$ cat src/rtl/vga_capture_if.sv
// Bundle of VGA input timing, capture control and the memory write port
// for the frame grabber.
interface vga_capture_if;
  logic        pix_en;
  logic        VGA_HS;
  logic        VGA_VS;
  logic        VGA_BLANK_N;
  logic [7:0]  VGA_R;
  logic [7:0]  VGA_G;
  logic [7:0]  VGA_B;
  logic        start;
  logic        busy;
  logic        wr_en;
  logic [31:0] wr_addr;
  logic [31:0] wr_data;
  logic        frame_done;
  logic        frame_err;

  modport master (
    output pix_en, VGA_HS, VGA_VS, VGA_BLANK_N, VGA_R, VGA_G, VGA_B, start,
    input  busy, wr_en, wr_addr, wr_data, frame_done, frame_err
  );

  modport slave (
    input  pix_en, VGA_HS, VGA_VS, VGA_BLANK_N, VGA_R, VGA_G, VGA_B, start,
    output busy, wr_en, wr_addr, wr_data, frame_done, frame_err
  );
endinterface

$ cat src/rtl/vga_capture.sv
// Single-frame VGA grabber: on start, waits for vsync, then writes a
// W x H window of active pixels to word-addressed memory.
module vga_capture #(
  parameter int          X0   = 0,
  parameter int          Y0   = 0,
  parameter int          W    = 256,
  parameter int          H    = 256,
  parameter logic [31:0] BASE = 32'd0
) (
  input logic          clk,
  input logic          reset,
  vga_capture_if.slave bus
);
  localparam logic [1:0] IDLE    = 2'd0;
  localparam logic [1:0] WAIT_VS = 2'd1;
  localparam logic [1:0] CAPTURE = 2'd2;
  localparam logic [1:0] DONE    = 2'd3;
  localparam logic [15:0] CNT_MAX = 16'hFFFF;

  logic [1:0]  state;
  logic [15:0] x_cnt, y_cnt;
  logic        hs_q, vs_q, blank_q;
  logic        last_q;

  logic        hs_fall, vs_fall, blank_fall, in_win, last_px;
  logic [31:0] xc, yc, addr;

  // Edges are taken between successive pixel samples, never raw clk cycles.
  assign hs_fall    = bus.pix_en & hs_q    & ~bus.VGA_HS;
  assign vs_fall    = bus.pix_en & vs_q    & ~bus.VGA_VS;
  assign blank_fall = bus.pix_en & blank_q & ~bus.VGA_BLANK_N;

  assign xc      = {16'h0000, x_cnt};
  assign yc      = {16'h0000, y_cnt};
  assign in_win  = (xc >= 32'(X0)) && (xc < 32'(X0 + W)) &&
                   (yc >= 32'(Y0)) && (yc < 32'(Y0 + H));
  assign last_px = (xc == 32'(X0 + W - 1)) && (yc == 32'(Y0 + H - 1));
  assign addr    = BASE + (yc - 32'(Y0)) * 32'(W) + (xc - 32'(X0));

  always_ff @(posedge clk or posedge reset) begin
    if (reset) begin
      state          <= IDLE;
      x_cnt          <= '0;
      y_cnt          <= '0;
      hs_q           <= 1'b0;
      vs_q           <= 1'b0;
      blank_q        <= 1'b0;
      last_q         <= 1'b0;
      bus.busy       <= 1'b0;
      bus.wr_en      <= 1'b0;
      bus.wr_addr    <= '0;
      bus.wr_data    <= '0;
      bus.frame_done <= 1'b0;
      bus.frame_err  <= 1'b0;
    end else begin
      bus.wr_en      <= 1'b0;
      bus.frame_done <= 1'b0;
      last_q         <= 1'b0;
      if (bus.pix_en) begin
        hs_q    <= bus.VGA_HS;
        vs_q    <= bus.VGA_VS;
        blank_q <= bus.VGA_BLANK_N;
      end
      case (state)
        IDLE: if (bus.start) begin
          state         <= WAIT_VS;
          bus.busy      <= 1'b1;
          bus.frame_err <= 1'b0;
        end
        WAIT_VS: if (vs_fall) begin
          state <= CAPTURE;
          x_cnt <= '0;
          y_cnt <= '0;
        end
        CAPTURE: begin
          // last_q marks the cycle the final window write is on the bus
          if (last_q) begin
            state <= DONE;
          end else if (vs_fall) begin
            bus.frame_err <= 1'b1;
            x_cnt         <= '0;
            y_cnt         <= '0;
          end else if (bus.pix_en) begin
            if (hs_fall)
              x_cnt <= '0;
            else if (bus.VGA_BLANK_N && x_cnt != CNT_MAX)
              x_cnt <= x_cnt + 16'd1;
            if (blank_fall && y_cnt != CNT_MAX)
              y_cnt <= y_cnt + 16'd1;
            if (bus.VGA_BLANK_N && in_win) begin
              bus.wr_en   <= 1'b1;
              bus.wr_addr <= addr;
              bus.wr_data <= {8'h00, bus.VGA_R, bus.VGA_G, bus.VGA_B};
              last_q      <= last_px;
            end
          end
        end
        DONE: begin
          bus.frame_done <= 1'b1;
          bus.busy       <= 1'b0;
          state          <= IDLE;
        end
        default: state <= IDLE;
      endcase
    end
  end
endmodule

$ cat src/flat_wrapper.sv
// flat-port wrapper written by rule: the top's interface ports become plain ports
module vga_capture_flat 
#(
  parameter int          X0   = 0,
  parameter int          Y0   = 0,
  parameter int          W    = 256,
  parameter int          H    = 256,
  parameter logic [31:0] BASE = 32'd0
)
  (clk, reset, bus_pix_en, bus_VGA_HS, bus_VGA_VS, bus_VGA_BLANK_N, bus_VGA_R, bus_VGA_G, bus_VGA_B, bus_start, bus_busy, bus_wr_en, bus_wr_addr, bus_wr_data, bus_frame_done, bus_frame_err);
  vga_capture_if bus_i ();
  input logic clk;
  input logic reset;
  input wire logic [$bits(bus_i.pix_en)-1:0] bus_pix_en;
  input wire logic [$bits(bus_i.VGA_HS)-1:0] bus_VGA_HS;
  input wire logic [$bits(bus_i.VGA_VS)-1:0] bus_VGA_VS;
  input wire logic [$bits(bus_i.VGA_BLANK_N)-1:0] bus_VGA_BLANK_N;
  input wire logic [$bits(bus_i.VGA_R)-1:0] bus_VGA_R;
  input wire logic [$bits(bus_i.VGA_G)-1:0] bus_VGA_G;
  input wire logic [$bits(bus_i.VGA_B)-1:0] bus_VGA_B;
  input wire logic [$bits(bus_i.start)-1:0] bus_start;
  output wire logic [$bits(bus_i.busy)-1:0] bus_busy;
  output wire logic [$bits(bus_i.wr_en)-1:0] bus_wr_en;
  output wire logic [$bits(bus_i.wr_addr)-1:0] bus_wr_addr;
  output wire logic [$bits(bus_i.wr_data)-1:0] bus_wr_data;
  output wire logic [$bits(bus_i.frame_done)-1:0] bus_frame_done;
  output wire logic [$bits(bus_i.frame_err)-1:0] bus_frame_err;
  assign bus_i.pix_en = bus_pix_en;
  assign bus_i.VGA_HS = bus_VGA_HS;
  assign bus_i.VGA_VS = bus_VGA_VS;
  assign bus_i.VGA_BLANK_N = bus_VGA_BLANK_N;
  assign bus_i.VGA_R = bus_VGA_R;
  assign bus_i.VGA_G = bus_VGA_G;
  assign bus_i.VGA_B = bus_VGA_B;
  assign bus_i.start = bus_start;
  assign bus_busy = bus_i.busy;
  assign bus_wr_en = bus_i.wr_en;
  assign bus_wr_addr = bus_i.wr_addr;
  assign bus_wr_data = bus_i.wr_data;
  assign bus_frame_done = bus_i.frame_done;
  assign bus_frame_err = bus_i.frame_err;
  vga_capture #(.X0(X0), .Y0(Y0), .W(W), .H(H), .BASE(BASE)) u_core (.clk(clk), .reset(reset), .bus(bus_i));
endmodule
$ cat config.mk
export PLATFORM = sky130hd
export DESIGN_NAME = vga_capture_flat
export DESIGN_NICKNAME = d
export VERILOG_FILES = /design/src/rtl/vga_capture_if.sv /design/src/rtl/vga_capture.sv /design/src/flat_wrapper.sv
export SDC_FILE = /design/constraint.sdc
export NUM_CORES = 1
export LEC_CHECK = 0
export CAP_MARGIN = 20
export CORE_MARGIN = 3
export CORE_UTILIZATION = 51
export CTS_CLUSTER_DIAMETER = 60
export CTS_CLUSTER_SIZE = 24
export DETAILED_ROUTE_END_ITERATION = 6
export GPL_TIMING_DRIVEN = 0
export PLACE_DENSITY = 0.8
export SLEW_MARGIN = 20
export SYNTH_ARGS = -nofsm -noshare
export SYNTH_HDL_FRONTEND = slang
export SYNTH_SLANG_ARGS = --single-unit
$ cat constraint.sdc
create_clock -name clk -period 4 [get_ports clk]
set_clock_uncertainty 0.05 [all_clocks]
set_input_delay 0.8 -clock clk [delete_from_list [all_inputs] [get_ports clk]]
set_output_delay 0.8 -clock clk [all_outputs]
set_load 0.03 [all_outputs]
Yosys cells after proc, flatten, opt, wreduce, memory -nomap -nowiden:

Cells that the tools add are included.

* $add $sub $neg: 3
* magnitude comparators: 4
* equality and inequality tests: 15
* muxes and demuxes: 33
* bitwise gates (word level): 11
* reduce and logical (&&, ||, !) cells: 17

Operators by type and width (count)
* 2-to-1 mux 16 bit: 10
* case mux 16 bit (2 select lines): 2
* adder 16 x 1 -> 16 bit, second input constant: 2
* equality test 16 x 8 -> 1 bit, second input constant: 2
* >= comparator 16 x 1 -> 1 bit, second input constant: 2
* < comparator 16 x 9 -> 1 bit, second input constant: 2
* inequality test 16 bit, second input constant: 2
* adder 24 x 16 -> 25 bit: 1
* 2-to-1 mux 1 bit: 15
* AND reduction 5 bit: 3
* case mux 2 bit (4 select lines): 1
* logical AND 1 bit: 7
* AND 1 bit: 6
* 2-to-1 mux 2 bit: 3
* inequality test 2 x 1 -> 1 bit, second input constant: 3
* nonzero test 2 bit: 3
* inverter 1 bit: 5
* equality test 2 bit, second input constant: 2
* inequality test 2 bit, second input constant: 2
* inequality test 4 x 1 -> 1 bit, second input constant: 1
* case mux 1 bit (2 select lines): 2
* AND reduction 4 bit: 1
* inequality test 3 x 1 -> 1 bit, second input constant: 1
* inequality test 3 x 2 -> 1 bit, second input constant: 1
* 4 further kinds: 4

* flip-flop bits (word level): 98
* logic and storage cells: 96

Logic depth before layout (Yosys ltp):

Gate-level depths: netlist of the first run.

* word-level depth: 10
* depth in mapped cells: 10

Worst setup path after synthesis of the first run:

Ideal clock, no wire load.

* path type: input to register
* start: input bus_VGA_VS
* end: register u_core.x_cnt[5]
* library setup time: 0.079 ns
* data arrival time: 2.236 ns
* data required time: 3.871 ns
* slack: 1.635 ns
* stages on the path: 6
* cells stage by stage: nand3b_1 and2_1 or4b_4 buf_2 nor3_2 mux2i_1

* longest elaborated chain between the ends: 5

RTL lines
* start: declaration: line flat_wrapper.sv:16 `input wire logic [$bits(bus_i.VGA_VS)-1:0] bus_VGA_VS;`
* inverter 1 bit (*): line vga_capture.sv:30 `assign vs_fall = bus.pix_en & vs_q & ~bus.VGA_VS;`
* AND 1 bit (*): line vga_capture.sv:30
* 2-to-1 mux 16 bit: line vga_capture.sv:79 `end else if (vs_fall) begin`
* 2-to-1 mux 16 bit: line vga_capture.sv:77 `if (last_q) begin`
* case mux 16 bit (2 select lines): line vga_capture.sv:64 `case (state)`
* end signal: assignment: line vga_capture.sv:87 `x_cnt <= x_cnt + 16'd1;`
* end: declaration: line vga_capture.sv:21 `logic [15:0] x_cnt, y_cnt;`

Mark *: on every way between the ends. The rest lies on a longest branch, timed or not. The select of a mux whose other input is x is not followed.
A chain may end at the register's enable or synchronous reset.

Worst setup path after layout of the first run:

* start: input bus_VGA_BLANK_N
* end: register u_core.bus.wr_addr[14]

* longest elaborated chain between the ends: 2

RTL lines
* start: declaration: line flat_wrapper.sv:17 `input wire logic [$bits(bus_i.VGA_BLANK_N)-1:0] bus_VGA_BLANK_N;`
* logical AND 1 bit: line vga_capture.sv:90 `if (bus.VGA_BLANK_N && in_win) begin`
* AND reduction 5 bit (no source line)
* end signal: assignment: line vga_capture.sv:92 `bus.wr_addr <= addr;`
* end: declaration: line vga_capture_if.sv:26 `output busy, wr_en, wr_addr, wr_data, frame_done, frame_err`

Every way passes these cells.

==> out/metrics.csv, run 1 <==
metric,value,unit
status,"complete, no violations",
io_buffers,82,
numClockSinks,91,
seqCellArea,2277,um2
crit_path_start_kind,primary input,
drive_above_1_share,8.989,%
fillCellCount,703,
syn_inst,510,
setup_viol,0,
dieArea,10400,um2
cts.clk_slew.worst_paths,0.09,ns
drt_wl_total,11210,um
max_clock_freq,0.3659,GHz
stdcell_count,731,
r2r_end,u_core.bus.wr_addr[14]$_DFFE_PP0P_,
hpwl,8278,um
yosysUniqueCellTypes,58,
end_kind,flop,
p_leak,2.777,nW
crit_arrival,2.91,ns
place_ws,0.8850,ns
synthFlopType,dfrtp_1,
min_path_type,flop to flop,
coreArea,8848,um2
finalHoldViolations,0,
start_util,53.11,%
path_max_fanout,10,
die_w,102.0,um
syn2layout_area_growth,26.12,%
mostFrequentLayoutCells,"nand2_1 (136), dfrtp_1 (91), clkdlybuf4s50_1 (82)",
synth_top_area_share,48.46,%
synth_top_area_cell,dfrtp_1,
cts_made_buffers,9,
grt_usage,21.63,%
vdd_drop_max,0.3444,mV
min_from,u_core.bus.wr_data[5]$_DFFE_PP0P_,
ys_top_cells_by_area,"dfrtp_1 (48%), nand2_1 (11%), ha_1 (3.7%), o21ai_0 (3.0%), buf_4 (2.7%)",
async_flop_share,100.0,%
first_iter_violations,289,
dieHeight,102.0,um
worstMarginPinSlew,0.5966,ns
grt_max_degree,50,
cts_tree,done,
routedWlPerCell,15.33,um
cts_root_buf,clkbuf_8,
drtAntennaViolNets,0,
postCtsHoldBufs,0,
fin_tns_setup,0,ns
synth-seq-cells,91,
layout_commonest_cell,nand2_1,
placed_cells,715,
hold_depth,2,
maxCapViolations,0,
io_pins,99,
yosysWarnings,0,
antenna_found_initial,0,
period_needed,2.733,ns
rsz0062_at_grt,no,
num_antenna_cells,0,
p_total,2.800,mW
grt_pass1_wl,18250,um
cp.required,4.18,ns
syn_avg_cell_area,9.215,um2
fin_nets,664,
drt_pass1_iterations,5,
gp_congestion,0.8832,
slew_violations,0,
synth_area,4700,um2
pwr_density_cell,472.4,nW/um2
r2r_setup_slack,1.43,ns
grt_pass1_vias,3829,
critical_path.reg2reg.startpoint,u_core.state[0]$_DFFE_PP0P_,
worstSkewPairLatency,0.37,ns
viasPerCell,5.694,
min_to,u_core.bus.wr_data[5]$_DFFE_PP0P_,
maxSlewHeadroom,59.93,%
synth_edf_count,0,
reg2reg_depth,8,
clockBufferDepth,2,
cts_resized,0,
cts_setup_buffers,0,
fin_crit_sh,68.32,%
fin_ws,1.267,ns
ys_seq_area_share,48.46,%
crit_type,primary input to flop,
remaining_drc_errors,0,
htreeDepth,3,
via_count,4162,
multi_input_area,2217,um2
rows,34,
overflow,0,
==> cell usage after synthesis (2+ instances only) <==
cell type    n
buf_4       17
o211ai_1     3
o21ai_0     28
nor4_1       4
nand2b_1     2
a21o_1       3
inv_1        8
nand3b_1     4
buf_2        8
a41oi_1      3
mux2i_1      5
o21ai_1      7
nand3_1     19
a311oi_1     2
ha_1        14
a21oi_1     11
nand2_1    136
and2_1       9
nand4_1     12
xor2_1       5
o221ai_1     7
and3_1       7
and4_1       4
a31oi_1     10
o41ai_1      2
o31ai_1      8
nor3_1       6
a211oi_1     5
mux2_2       4
dfrtp_1     91
nor2b_1      4
nor2_1      15
clkbuf_1    12
or4_1       11
==> cells by family after synthesis <==
| kind of cell | share of synthesized area, % |
|---|---|
| adder cells (fa/ha/maj) | 4.153 |
| buffers and inverters | 5.484 |
| other | 0.07980 |
| AND/OR/NAND/NOR | 25.19 |
| multiplexers | 2.023 |
| XOR/XNOR | 1.118 |
| flip-flops | 48.46 |
| AO/OA/AOI/OAI | 13.50 |
==> layer usage <==
layer,part of all wire [%],GRT usage [%]
met1,44,29.59
met2,47,35.13
met4,1.3,6.559
met3,7.9,4.232
met5,0,0
==> metrics by stage <==
stage                     util [%]  instance area [um2]  hold slack, ns
after floorplan                  -                 4752          0.4226
after global placement       64.51                 5708          0.3977
after detailed placement     64.85                 5738          0.4050
after CTS                    66.98                 5927          0.4265
after global routing         66.98                 5927          0.4507
final                        66.98                 5927          0.4200
==> area by class of cell <==
cell class	count	area share, %
Sequential cell	91	38.42
Multi-Input combinational cell	386	37.41
Timing Repair Buffer	83	14.31
Buffer	38	3.779
Tap cell	108	2.280
Clock buffer	9	2.090
Clock inverter	7	1.098
Inverter	9	0.6122
==> registers in the layout, summed over array words and instances (netlist names) <==
signal                 cells
u_core.bus.wr_addr        25
u_core.bus.frame_done      1
u_core.x_cnt              16
u_core.bus.wr_en           1
u_core.hs_q                1
u_core.state               2
u_core.last_q              1
u_core.blank_q             1
u_core.bus.wr_data        24
u_core.vs_q                1
u_core.y_cnt              16
u_core.bus.busy            1
u_core.bus.frame_err       1
==> where the power goes <==
group,switching [mW],leakage [nW],internal (mW)
clock,0.350,0.0901,0.236
sequential,0.0910,1.22,1.07
combinational,0.652,1.46,0.402
==> worst max-delay path, stage by stage <==
cell and delay (ns):
clkdlybuf4s50_1 0.64, or3b_1 0.45, nor4_4 0.47, clkbuf_1 0.41, a21oi_1 0.13
==> worst max path at each step <==
stage | startpoint | endpoint | depth (start not counted)
after global placement | reset | u_core.y_cnt[8]$_DFFE_PP0P_ | 2
final | bus_VGA_BLANK_N | u_core.bus.wr_addr[14]$_DFFE_PP0P_ | 5
after CTS | bus_VGA_BLANK_N | u_core.bus.wr_addr[14]$_DFFE_PP0P_ | 5
after detailed placement | bus_VGA_BLANK_N | u_core.bus.wr_addr[14]$_DFFE_PP0P_ | 5
after global routing | bus_VGA_BLANK_N | u_core.bus.wr_data[13]$_DFFE_PP0P_ | 6
after floorplan | reset | u_core.blank_q$_DFFE_PP0P_ | 1
No activity file was read; power rests on OpenSTA's default activity.
==> run 2, diff against run 1 <==
clock period = 2.8 ns   (was 4 ns; I/O delays follow)
==> run 2 against run 1 <==
Sequential share of layout area fell by 0.27 points. Count of clock-buffer cells in the layout did not move. Total power rose by 43%. Utilization rose by 0.47 points. Global-route usage rose by 0.33 points. Via count rose by 0.55%. Setup slack got worse by 1.1 ns.
==> out/metrics.csv, run 2 (synthesis results as in run 1) <==
metric,value,unit,change
status,"complete, no violations",,
r2r_setup_slack,0.29,ns,-1.14 ns
critical_path.reg2reg.startpoint,u_core.state[0]$_DFFE_PP0P_,,
htreeDepth,3,,unchanged
cp_common_cell,nand2_1,,
start_util,53.11,%,unchanged
crit_type,primary input to flop,,
maxCapViolations,0,,unchanged
reg2reg_depth,10,,+2
cts_resized,0,,unchanged
r2r_end,u_core.bus.wr_data[2]$_DFFE_PP0P_,,
grt_max_degree,34,,-32%
crit_path_start_kind,primary input,,
startpoint,bus_VGA_BLANK_N,,
setup_viol,0,,unchanged
p_leak,2.794,nW,+0.60%
crit_end,u_core.bus.wr_data[6]$_DFFE_PP0P_,,
clockBufferDepth,2,,unchanged
stdcell_count,733,,+0.27%
grt_pass1_wl,18350,um,+0.53%
period_needed,2.608,ns,
dieHeight,102.0,um,unchanged
routedWlPerCell,15.30,um,-0.17%
rsz0062_at_grt,no,,
grt_usage,21.96,%,+0.33 points
dieArea,10400,um2,unchanged
drtAntennaViolNets,0,,unchanged
pwr_density_cell,672.8,nW/um2,+42%
slew_violations,0,,unchanged
layout_commonest_cell,nand2_1,,
path_cells,clkdlybuf4s50_1 -> or3b_1 -> nor4_4 -> clkbuf_1 -> nand2_1 -> nand2_1,,
drive_above_1_share,9.280,%,+0.29 points
antenna_found_initial,0,,unchanged
min_path_type,flop to flop,,
fin_ws,0.1915,ns,-1.076 ns
placed_cells,717,,+0.28%
num_antenna_cells,0,,unchanged
syn2layout_area_growth,27.00,%,
top_regs,"u_core.bus.wr_addr (25), u_core.bus.wr_data (24)",,
fin_crit_sh,93.16,%,
cts_root_buf,clkbuf_8,,
overflow,0,,unchanged
finalHoldViolations,0,,unchanged
place_ws,-0.1007,ns,-0.9857 ns
largest-register,u_core.bus.wr_addr,,
vdd_drop_max,0.4384,mV,+27%
viasPerCell,5.709,,+0.28%
critPathSlowestCell,clkdlybuf4s50_1,,
io_pins,99,,unchanged
maxSlewHeadroom,60.77,%,+0.85 points
end_kind,flop,,
cts_tree,done,,
mostFrequentLayoutCells,"nand2_1 (136), dfrtp_1 (91), clkdlybuf4s50_1 (82)",,
grt_pass1_vias,4003,,+4.5%
drt_wl_total,11220,um,about the same
path_max_fanout,10,,unchanged
first_iter_violations,272,,-5.9%
largest_reg_flops,25,,unchanged
coreArea,8848,um2,unchanged
cts_made_buffers,9,,unchanged
drt_pass1_iterations,5,,unchanged
via_count,4185,,+0.55%
numClockSinks,91,,unchanged
worstSkewPairLatency,0.37,ns,about the same
max_clock_freq,0.3834,GHz,
hpwl,8491,um,+2.6%
cts_setup_buffers,0,,unchanged
io_buffers,82,,unchanged
cts.clk_slew.worst_paths,0.09,ns,about the same
cp.required,3.05,ns,-1.13 ns
worstMarginPinSlew,0.5840,ns,-0.01264 ns
die_w,102.0,um,unchanged
hold_depth,2,,unchanged
remaining_drc_errors,0,,unchanged
critPathMaxStageDelay,0.62,ns,-0.02 ns
rows,34,,unchanged
crit_arrival,2.86,ns,-0.05 ns
gp_congestion,0.9148,,+3.6%
postCtsHoldBufs,0,,unchanged
fin_nets,666,,+0.30%
[run 2: cell count changes in the layout (fill, tap and decap cells not counted)]
cell	before	now
buf_16	1	2
inv_4	1	0
buf_12	0	1
clkinvlp_4	2	3
inv_6	0	3
clkinv_8	1	0
clkinv_4	2	0
[run 2: cell type report]
class / instances / area [um2]
Fill cell: 711 / 2880
Sequential cell: 91 / 2277
Multi-Input combinational cell: 386 / 2217
Timing Repair Buffer: 85 / 895.9
Buffer: 38 / 224.0
Tap cell: 108 / 135.1
Clock buffer: 9 / 123.9
Clock inverter: 7 / 57.56
Inverter: 9 / 37.54
[run 2: power by group]
part / internal [mW] / leakage (nW) / switching [mW]
clock network: 0.336 / 0.0886 / 0.498
registers: 1.53 / 1.22 / 0.135
logic: 0.581 / 1.48 / 0.938
total: 2.44 / 2.79 / 1.57
[run 2: worst min-delay path by stage]
stage / start / end / slack, ns
after floorplan: u_core.hs_q$_DFFE_PP0P_ / u_core.hs_q$_DFFE_PP0P_ / 0.42
after global placement: u_core.bus.wr_data[23]$_DFFE_PP0P_ / u_core.bus.wr_data[23]$_DFFE_PP0P_ / 0.40
after detailed placement: u_core.bus.wr_data[8]$_DFFE_PP0P_ / u_core.bus.wr_data[8]$_DFFE_PP0P_ / 0.40
after CTS: u_core.bus.wr_data[8]$_DFFE_PP0P_ / u_core.bus.wr_data[8]$_DFFE_PP0P_ / 0.43
after global routing: u_core.bus.wr_data[9]$_DFFE_PP0P_ / u_core.bus.wr_data[9]$_DFFE_PP0P_ / 0.45
final: u_core.bus.wr_addr[0]$_DFFE_PP0P_ / u_core.bus.wr_addr[0]$_DFFE_PP0P_ / 0.42
[run 2: routing by layer]
| metal | share of wire [%] | GRT usage (%) |
|---|---|---|
| met5 | 0 | 0 |
| met4 | 1.2 | 7.669 |
| met3 | 8.7 | 3.891 |
| met2 | 47 | 36.33 |
| met1 | 43 | 29.24 |
[run 2: critical path, delay by kind of cell]
family / cells / cell delay (ns)
AND/OR/NAND/NOR: 4 / 1.26
buffers and inverters: 2 / 1.05
[run 2: through the flow]
stage | utilization, % | hold WS, ns | power [mW] | instance area, um2 | TNS [ns]
6_report | 67.45 | 0.4202 | 4.015 | 5968 | 0
5_1_grt | 67.45 | 0.4462 | 4.259 | 5968 | 0
4_1_cts | 67.45 | 0.4263 | 4.052 | 5968 | 0
3_5_place_dp | 65.40 | 0.4042 | 3.208 | 5787 | -1.323
3_3_place_gp | 64.55 | 0.3985 | 3.141 | 5712 | -0.2803
2_1_floorplan | - | 0.4226 | 2.604 | 4756 | 0
